### src/rtl/avr_cpu_sequencer_pkg.sv
// avr_cpu_sequencer_pkg: sequencer state encodings, predecode match masks and cycle counts
package avr_cpu_sequencer_pkg;
  localparam logic [2:0] SEQ_FETCH1 = 3'd0;
  localparam logic [2:0] SEQ_FETCH2 = 3'd1;
  localparam logic [2:0] SEQ_EXEC   = 3'd2;
  localparam logic [2:0] SEQ_SKIP1  = 3'd3;
  localparam logic [2:0] SEQ_SKIP2  = 3'd4;
  typedef struct packed {
    logic [15:0] mask;
    logic [15:0] val;
  } match_t;
  localparam match_t PREDEC_RJMP   = '{16'hF000, 16'hC000};
  localparam match_t PREDEC_RCALL  = '{16'hF000, 16'hD000};
  localparam match_t PREDEC_IJMP   = '{16'hFFFF, 16'h9409};
  localparam match_t PREDEC_ICALL  = '{16'hFFFF, 16'h9509};
  localparam match_t PREDEC_RET    = '{16'hFFFF, 16'h9508};
  localparam match_t PREDEC_RETI   = '{16'hFFFF, 16'h9518};
  localparam match_t PREDEC_JMP    = '{16'hFE0E, 16'h940C};
  localparam match_t PREDEC_CALL   = '{16'hFE0E, 16'h940E};
  localparam match_t PREDEC_LDS    = '{16'hFE0F, 16'h9000};
  localparam match_t PREDEC_STS    = '{16'hFE0F, 16'h9200};
  localparam match_t PREDEC_LPM0   = '{16'hFFFF, 16'h95C8};
  localparam match_t PREDEC_LPMZ   = '{16'hFE0E, 16'h9004};
  localparam match_t PREDEC_SBI    = '{16'hFF00, 16'h9A00};
  localparam match_t PREDEC_CBI    = '{16'hFF00, 16'h9800};
  localparam match_t PREDEC_BRANCH = '{16'hF800, 16'hF000};
  localparam match_t PREDEC_CPSE   = '{16'hFC00, 16'h1000};
  localparam match_t PREDEC_SBRX   = '{16'hFC08, 16'hFC00};
  localparam match_t PREDEC_SBIX   = '{16'hFD00, 16'h9900};
  localparam logic [3:0] NCYC_1 = 4'd1;
  localparam logic [3:0] NCYC_2 = 4'd2;
  localparam logic [3:0] NCYC_3 = 4'd3;
  localparam logic [3:0] NCYC_4 = 4'd4;
  function automatic logic hit(input logic [15:0] w, input match_t m);
    return (w & m.mask) == m.val;
  endfunction
endpackage

### src/rtl/avr_cpu_sequencer_predecode.sv
// avr_cpu_predecode: classifies a first instruction word into length, cycle count and control class
import avr_cpu_sequencer_pkg::*;
module avr_cpu_predecode #(
  parameter int PC_WIDTH = 16
) (
  input  logic [15:0] word,
  output logic        two_word,
  output logic [3:0]  ncyc,
  output logic        is_skip,
  output logic        is_branch,
  output logic        changes_pc
);
  logic rjmp, rcall, ijmp, icall, ret, reti, jmp, call, lds, sts, lpm, sbi, cbi, ext;
  logic [3:0] base;
  always_comb begin
    rjmp  = hit(word, PREDEC_RJMP);
    rcall = hit(word, PREDEC_RCALL);
    ijmp  = hit(word, PREDEC_IJMP);
    icall = hit(word, PREDEC_ICALL);
    ret   = hit(word, PREDEC_RET);
    reti  = hit(word, PREDEC_RETI);
    jmp   = hit(word, PREDEC_JMP);
    call  = hit(word, PREDEC_CALL);
    lds   = hit(word, PREDEC_LDS);
    sts   = hit(word, PREDEC_STS);
    lpm   = hit(word, PREDEC_LPM0) || hit(word, PREDEC_LPMZ);
    sbi   = hit(word, PREDEC_SBI);
    cbi   = hit(word, PREDEC_CBI);
    // wide program counters push a third return-address byte
    ext   = (PC_WIDTH > 16) && (rcall || icall || call || ret || reti);
    base  = (call || ret || reti) ? NCYC_4 :
            (jmp || lpm || rcall || icall) ? NCYC_3 :
            (rjmp || ijmp || lds || sts || sbi || cbi) ? NCYC_2 : NCYC_1;
    ncyc       = base + {3'b000, ext};
    two_word   = jmp || call || lds || sts;
    is_branch  = hit(word, PREDEC_BRANCH);
    is_skip    = hit(word, PREDEC_CPSE) || hit(word, PREDEC_SBRX) || hit(word, PREDEC_SBIX);
    changes_pc = rjmp || rcall || ijmp || icall || ret || reti || jmp || call;
  end
endmodule

### src/rtl/avr_cpu_sequencer.sv
// avr_cpu_sequencer: instruction register, per-instruction cycle counter and skip squashing
import avr_cpu_sequencer_pkg::*;
module avr_cpu_sequencer #(
  parameter int PC_WIDTH = 16,
  parameter int CYC_W    = 3
) (
  input  logic             clk,
  input  logic             rst_n,
  input  logic [15:0]      fetch_word,
  input  logic             fetch_valid,
  output logic             fetch_ready,
  input  logic             stall,
  input  logic             branch_taken,
  input  logic             skip_taken,
  output logic [15:0]      opcode,
  output logic [15:0]      opcode_ext,
  output logic [CYC_W-1:0] cycle,
  output logic             exec_valid,
  output logic             last_cycle,
  output logic             pc_inc
);
  logic [2:0] st;
  logic [3:0] o_ncyc, f_ncyc;
  logic last_q, o_two, o_skip, o_branch, o_chg, f_two, f_skip, f_branch, f_chg;
  logic fire, start, pc_chg, unused_ok;
  avr_cpu_predecode #(.PC_WIDTH(PC_WIDTH)) u_pre_op (
    .word(opcode), .two_word(o_two), .ncyc(o_ncyc), .is_skip(o_skip),
    .is_branch(o_branch), .changes_pc(o_chg)
  );
  avr_cpu_predecode #(.PC_WIDTH(PC_WIDTH)) u_pre_fetch (
    .word(fetch_word), .two_word(f_two), .ncyc(f_ncyc), .is_skip(f_skip),
    .is_branch(f_branch), .changes_pc(f_chg)
  );
  always_comb begin
    unused_ok   = ^{o_two, f_skip, f_branch, f_chg};
    // a taken branch on cycle 0 stretches into a second cycle
    last_cycle  = last_q && !(o_branch && cycle == '0 && branch_taken);
    pc_chg      = o_chg || (o_branch && cycle != '0);
    fetch_ready = !stall && (st != SEQ_EXEC || (last_cycle && !o_skip && !pc_chg));
    fire        = fetch_valid && fetch_ready;
    pc_inc      = fire;
    start       = fire && (st == SEQ_FETCH1 || st == SEQ_EXEC);
  end
  always_ff @(posedge clk or negedge rst_n)
    if (!rst_n) begin
      st         <= SEQ_FETCH1;
      opcode     <= '0;
      opcode_ext <= '0;
      cycle      <= '0;
      exec_valid <= 1'b0;
      last_q     <= 1'b0;
    end else if (!stall) begin
      if (start) begin
        opcode     <= fetch_word;
        opcode_ext <= '0;
        st         <= f_two ? SEQ_FETCH2 : SEQ_EXEC;
        exec_valid <= !f_two;
        cycle      <= '0;
        last_q     <= !f_two && f_ncyc == NCYC_1;
      end else if (st == SEQ_FETCH2) begin
        if (fire) begin
          opcode_ext <= fetch_word;
          st         <= SEQ_EXEC;
          exec_valid <= 1'b1;
          last_q     <= o_ncyc == NCYC_1;
        end
      end else if (st == SEQ_EXEC) begin
        if (!last_cycle) begin
          cycle  <= cycle + CYC_W'(1);
          last_q <= o_branch || (cycle + CYC_W'(1)) == CYC_W'(o_ncyc - NCYC_1);
        end else begin
          st         <= (o_skip && skip_taken) ? SEQ_SKIP1 : SEQ_FETCH1;
          exec_valid <= 1'b0;
          cycle      <= '0;
          last_q     <= 1'b0;
        end
      end else if (fire) begin
        st <= (st == SEQ_SKIP1 && f_two) ? SEQ_SKIP2 : SEQ_FETCH1;
      end
    end
endmodule

### config.mk
export PLATFORM = sky130hd
export DESIGN_NAME = avr_cpu_sequencer
export DESIGN_NICKNAME = d
export VERILOG_FILES = /design/src/rtl/avr_cpu_sequencer_pkg.sv /design/src/rtl/avr_cpu_sequencer_predecode.sv /design/src/rtl/avr_cpu_sequencer.sv
export SDC_FILE = /design/constraint.sdc
export NUM_CORES = 1
export LEC_CHECK = 0
export ABC_AREA = 1
export BUFFER_PORTS_ARGS = -buffer_cell sky130_fd_sc_hd__buf_2
export CAP_MARGIN = 0
export CORE_MARGIN = 3
export CORE_UTILIZATION = 25
export CTS_CLUSTER_DIAMETER = 100
export DETAILED_ROUTE_END_ITERATION = 8
export PLACE_DENSITY = 0.51
export SLEW_MARGIN = 10
export SYNTH_ARGS = -nofsm -noshare
export SYNTH_HDL_FRONTEND = slang
export SYNTH_SLANG_ARGS = --single-unit
export TNS_END_PERCENT = 20
### constraint.sdc
create_clock -name clk -period 4.8 [get_ports clk]
set_input_delay 0.48 -clock clk [delete_from_list [all_inputs] [get_ports clk]]
set_output_delay 0.48 -clock clk [all_outputs]
set_load 0.01 [all_outputs]
# ---- Word level (Yosys, flattened, before mapping)
# Cells that the tools add are included.
dict set report classes {
  addsub 2
  bitwise_logic 1
  mux 32
  n_eq_ne 42
  reduce_logical 70
}
# operator count
set ops {}
lappend ops {{$eq 16x16->1 const B} 10}
lappend ops {{$eq 10x10->1 const B} 6}
lappend ops {{$mux 16} 3}
lappend ops {{$eq 11x11->1 const B} 4}
lappend ops {{$logic_or 1x1->1} 38}
lappend ops {{$mux 3} 11}
lappend ops {{$eq 8x8->1 const B} 4}
lappend ops {{$eq 4x4->1 const B} 4}
lappend ops {{$mux 4} 4}
lappend ops {{$eq 7x7->1 const B} 2}
lappend ops {{$logic_and 1x1->1} 12}
lappend ops {{$reduce_bool 3->1} 4}
lappend ops {{$mux 1} 10}
lappend ops {{$reduce_and 3->1} 3}
lappend ops {{$eq 4x1->1 const B} 2}
lappend ops {{$mux 2} 4}
lappend ops {{$reduce_and 4->1} 2}
lappend ops {{$eq 3x2->1 const B} 2}
lappend ops {{$eq 6x3->1 const B} 1}
lappend ops {{$logic_not 3->1} 2}
lappend ops {{$reduce_bool 2->1} 3}
lappend ops {{$eq 5x5->1 const B} 1}
lappend ops {{$logic_not 1->1} 5}
lappend ops {{$ne 4x3->1 const B} 1}
lappend ops {{other kinds (9)} 9}
dict set report totals {
  input_bits 22
  word_cells 153
  reg_bits 40
}

# ---- Longest topological paths before layout
dict set report logic_depth {
  depth_word 18
  ltp_mapped 17
  mapped_depth_nobuf 17
}

# ---- Cells and area by module
# From an unflattened synthesis, not the netlist that was laid out.
dict set report hier_totals {
  cells_unflattened 458
  area_unflattened_um2 3020.4
}
# module area_per_inst_um2 cells_each instances
set modules_own_cells {}
lappend modules_own_cells {avr_cpu_sequencer 2119.5 256 1}
lappend modules_own_cells {avr_cpu_predecode 450.4 101 2}

# ---- Worst setup path before layout
# Ideal clock, no wire load.
dict set report synth_timing {
  path_kind {flip-flop to output port}
  startpoint {register cycle[0]}
  endpoint {output port pc_inc}
  setup_slack_ns 2.726
  t_required_ns 4.320
  t_arrival_ns 1.594
  stages_incl_launch_ff 12
  path_cell_list {dfrtp_1 > inv_1 > ha_1 > nand2_1 > nor2_1 > a21boi_4 > nand3_1 > nor2_1 > nand3_2 > nand2_4 > nand3_1 > inv_1}
}
dict set report synth_between {
  elab_chain_cells 10
  elab_cells_between_ends 14
  classes_between {reduce/logical (14)}
}
# item line_no
set synth_rtl {}
lappend synth_rtl {{start, declared} avr_cpu_sequencer.sv:17} ;# output logic [CYC_W-1:0] cycle,
lappend synth_rtl {{start signal, assigned} avr_cpu_sequencer.sv:69} ;# cycle <= cycle + CYC_W'(1);
lappend synth_rtl {{$logic_not 3->1} avr_cpu_sequencer.sv:37} ;# last_cycle = last_q && !(o_branch && cycle == '0 && branch_taken);
lappend synth_rtl {{$logic_and 1x1->1 (2 in series)} avr_cpu_sequencer.sv:37}
lappend synth_rtl {{$logic_not 1->1} avr_cpu_sequencer.sv:37}
lappend synth_rtl {{$logic_and 1x1->1} avr_cpu_sequencer.sv:37}
lappend synth_rtl {{via last_cycle} avr_cpu_sequencer.sv:19} ;# output logic last_cycle,
lappend synth_rtl {{$logic_and 1x1->1 (2 in series)} avr_cpu_sequencer.sv:39} ;# fetch_ready = !stall && (st != SEQ_EXEC || (last_cycle && !o_skip && !pc_chg));
lappend synth_rtl {{$logic_or 1x1->1} avr_cpu_sequencer.sv:39}
lappend synth_rtl {{$logic_and 1x1->1} avr_cpu_sequencer.sv:39}
lappend synth_rtl {{$logic_and 1x1->1} avr_cpu_sequencer.sv:40} ;# fire = fetch_valid && fetch_ready;
lappend synth_rtl {{end, declared} avr_cpu_sequencer.sv:20} ;# output logic pc_inc
# The timed path passes the listed nets, and every way through them passes these cells.

# ---- Worst setup path in the final report
dict set report layout_timing {
  startpoint {register st[0]}
  endpoint {output port pc_inc}
}
dict set report layout_between {
  elab_chain_cells 4
}
# item line_no
set layout_rtl {}
lappend layout_rtl {{start, declared} avr_cpu_sequencer.sv:22} ;# logic [2:0] st;
lappend layout_rtl {{start signal, assigned} avr_cpu_sequencer.sv:56} ;# st <= f_two ? SEQ_FETCH2 : SEQ_EXEC;
lappend layout_rtl {{start signal, assigned} avr_cpu_sequencer.sv:72} ;# st <= (o_skip && skip_taken) ? SEQ_SKIP1 : SEQ_FETCH1;
lappend layout_rtl {{start signal, assigned} avr_cpu_sequencer.sv:78} ;# st <= (st == SEQ_SKIP1 && f_two) ? SEQ_SKIP2 : SEQ_FETCH1;
lappend layout_rtl {{$ne 3x2->1} avr_cpu_sequencer.sv:39}
lappend layout_rtl {{$logic_or 1x1->1} avr_cpu_sequencer.sv:39}
lappend layout_rtl {{$logic_and 1x1->1} avr_cpu_sequencer.sv:39}
lappend layout_rtl {{$logic_and 1x1->1} avr_cpu_sequencer.sv:40}
# No other way between the ends.

==> flow_metrics.tcl <==
set metrics [dict create \
    path_clk_slew_ns 0.08 \
    avgSynthCellArea_sq_um 6.82 \
    nFillCells 1168 \
    routedWlPerCell_microns 13.0 \
    cts_sinks 40 \
    dp_hpwl_microns 6230 \
    finalPower_mw 1.17 \
    antenna_found_initial 0 \
    wl_microns 7670 \
    diodes 0 \
    ys.flop_type "dfrtp_1" \
    globalplace.congestion 0.835 \
    critPathRequiredTime_ns 4.32 \
    hp-class "input pin to asynchronous set/reset pin" \
    area_growth_pct 19.3 \
    tritoncts "yes" \
    port_buffers 60 \
    outcome "completed" \
    first_pass_iters 4 \
    crit_path_start_kind "flop" \
    avgViaCountPerCell 4.53 \
    power_frac_comb_pct 38.4 \
    leakage_nw 1.68 \
    crit_path_max_fanout 17 \
    tightest_slew_ns 0.888 \
    grt_pass1_vias 2604 \
    rows 37 \
    synthesis.area_sq_um 2670 \
    end_kind "primary output" \
    dieArea_sq_um 12000 \
    htreeDepth 2 \
    crit_arrival_ns 2.18 \
    yosysTopAreaCell "dfrtp_1" \
    p_sw_share_pct 42.7 \
    finalSetupViolCount 0 \
    antenna_left 0 \
    die_y_microns 109 \
    drtIter0Drc 183 \
    ioPinCount 61 \
    drive_gt1_share_pct 20.1 \
    numCtsBuffers 5 \
    finalMaxSlewViolations 0 \
    grt_overflow 0 \
    track_usage_pct 13.8 \
    fp.coreArea_sq_um 10400 \
    ir_drop_v 0.000111 \
    drc_errors 0 \
    crit_buf_inv 3 \
    power_density_nw_per_um2 365 \
    yosysMostFrequentCell "nand2_1" \
    synthTopCellsByCount "nand2_1, nor2_1, inv_1" \
    start_util_pct 25.8 \
    cp_top_family "simple AND/OR/NAND/NOR gates" \
    grt_pass1_wl_microns 13000 \
    pwr-share-seq_pct 41.6 \
    clkPwrFrac_pct 20.0 \
    yosysSeqAreaShare_pct 37.5 \
    fp.dieW_microns 109 \
    ys_types 29 \
    synthArstFlopShare_pct 100 \
    hold_viol 0 \
    syn-num-nets 416 \
    cpPeakStageDelay_ns 0.65 \
    cts_root_buffer "clkbuf_8" \
    switchingPower_mw 0.497 \
    netlist_instances 392 \
    cts_buffer_depth 2 \
    max-slew-margin-rel_pct 40.8 \
    timing.fmax_mhz 377 \
    period_minus_slack_ns 2.66 \
    internal-power_mw 0.668 \
    synthTopCellsByArea "dfrtp_1, nand2_1, nor2_1" \
    crit_chain "nor2_2 > inv_1 > nor2_4 > nand2_4 > nand3_1 > inv_1 > buf_2" \
    clk_latency_ns 0.29 \
    hold_buffers 0 \
    crit_top_cell "inv_1" \
    cts_setup_buffers 0 \
    rsz0062_at_grt "false" \
    crit_type "flop to primary output" \
    synth-edff-count 0 \
    yosysTopAreaCellShare_pct 37.5 \
    ys_ff_latch 40 \
    max_cap_viol_count 0 \
    grt_max_degree 41 \
    fin_crit_sh_pct 55.3 \
    ys_warn_count 0 \
    num_vias 2668 \
    post_cts_resized 0 \
    skew_ns 0.00181 \
    nNetsFinal 476 \
    slowest_stage "nor2_2" \
    tns_ns 0 \
]
==> state kept, by name, indices dropped and copies added (netlist names) <==
signal / count
cycle: 3
exec_valid: 1
last_q: 1
opcode: 16
opcode_ext: 16
st: 3
==> cells by family (layout without fill, tap and decap cells) <==
| family | Yosys count | after routing | synth area share (%) |
|---|---|---|---|
| flops | 40 | 40 | 37.5 |
| compound gates | 44 | 44 | 10.3 |
| xor+xnor | 1 | 1 | 0.328 |
| fa+ha+maj | 2 | 2 | 0.936 |
| simple gates | 239 | 239 | 41.0 |
| buf+inv | 66 | 127 | 10.0 |
==> final cells by class <==
type	instances	area [sq um]	area share, %
clock buffers	6	82.6	2.59
inverters	59	221	6.94
clock inverters	2	10.0	0.314
multi-input cells	286	1400	44.0
repair buffers	60	300	9.42
flip-flops and latches	40	1000	31.4
well taps	136	170	5.34
==> worst paths after layout <==
check	from	end	slack [ns]	depth (start not counted)
max in group asynchronous	rst_n	opcode_ext[8]	3.94	1
max	st[0]	pc_inc	2.14	7
min reg2reg	opcode_ext[3]	opcode_ext[3]	0.48	2
min in group clk	fetch_word[6]	opcode[6]	0.48	3
max reg2reg	cycle[0]	st[0]	2.30	13
min	rst_n	cycle[2]	0.30	1
==> cells in the final DEF, fill, tap and decap left out <==
cell type  instances
a21oi_1            4
dfrtp_1           40
a21boi_4           1
nand4_4            2
nor3b_1            1
clkinv_2           2
o31ai_1           16
inv_1             54
and3_1             2
nor2_4             2
xnor2_1            1
a31oi_1            1
inv_2              5
nand2_4            2
o21ai_1           18
nor4_1             2
nand2_2            5
nor2_2             4
ha_1               2
nor3_1            15
nand2_1          102
buf_2             60
nand4_1            8
o21ai_0            4
nor2_1            56
nand3_2            2
clkbuf_8           6
nand3_1           36
==> metal layers <==
metal  vias to the layer above  wire, microns  track usage, %
met5                         -              0               0
met4                         0            102            3.83
met3                         7            347            2.41
met2                        57           3540            22.4
met1                      1215           3690            18.8
li1                       1389              -               -
==> per-stage QoR <==
stage | utilization [%] | hold slack (ns) | instance area (sq um) | instances | setup slack [ns]
after floorplan | - | 0.184 | 2670 | 392 | 2.73
after global placement | 29.9 | 0.469 | 3100 | 581 | 2.39
after detailed placement | 29.9 | 0.469 | 3100 | 581 | 2.31
after CTS | 30.8 | 0.346 | 3190 | 589 | 2.11
after global routing | 30.8 | 0.387 | 3190 | 589 | 1.97
final | 30.8 | 0.301 | 3190 | 589 | 2.14
==> worst register-to-register path: stages, from the launching register on <==
cell	delay, ns
dfrtp_1	0.43
inv_1	0.08
ha_1	0.19
nand2_1	0.08
nor2_1	0.07
a21boi_4	0.18
nand3_1	0.08
nor2_1	0.12
nand3_2	0.13
nand2_4	0.11
nand4_4	0.39
o21ai_0	0.38
nand3_1	0.13
nand2_1	0.08
==> power groups by stage <==
| stage | Combinational [mW] | Sequential, mW | Clock (mW) |
|---|---|---|---|
| after floorplan | 0.295 | 0.489 | 0 |
| after global placement | 0.450 | 0.490 | 0 |
| after detailed placement | 0.453 | 0.492 | 0 |
| after CTS | 0.454 | 0.486 | 0.242 |
| after global routing | 0.516 | 0.497 | 0.256 |
| final | 0.447 | 0.485 | 0.233 |
Note: power is estimated with default switching activity, not from simulation.
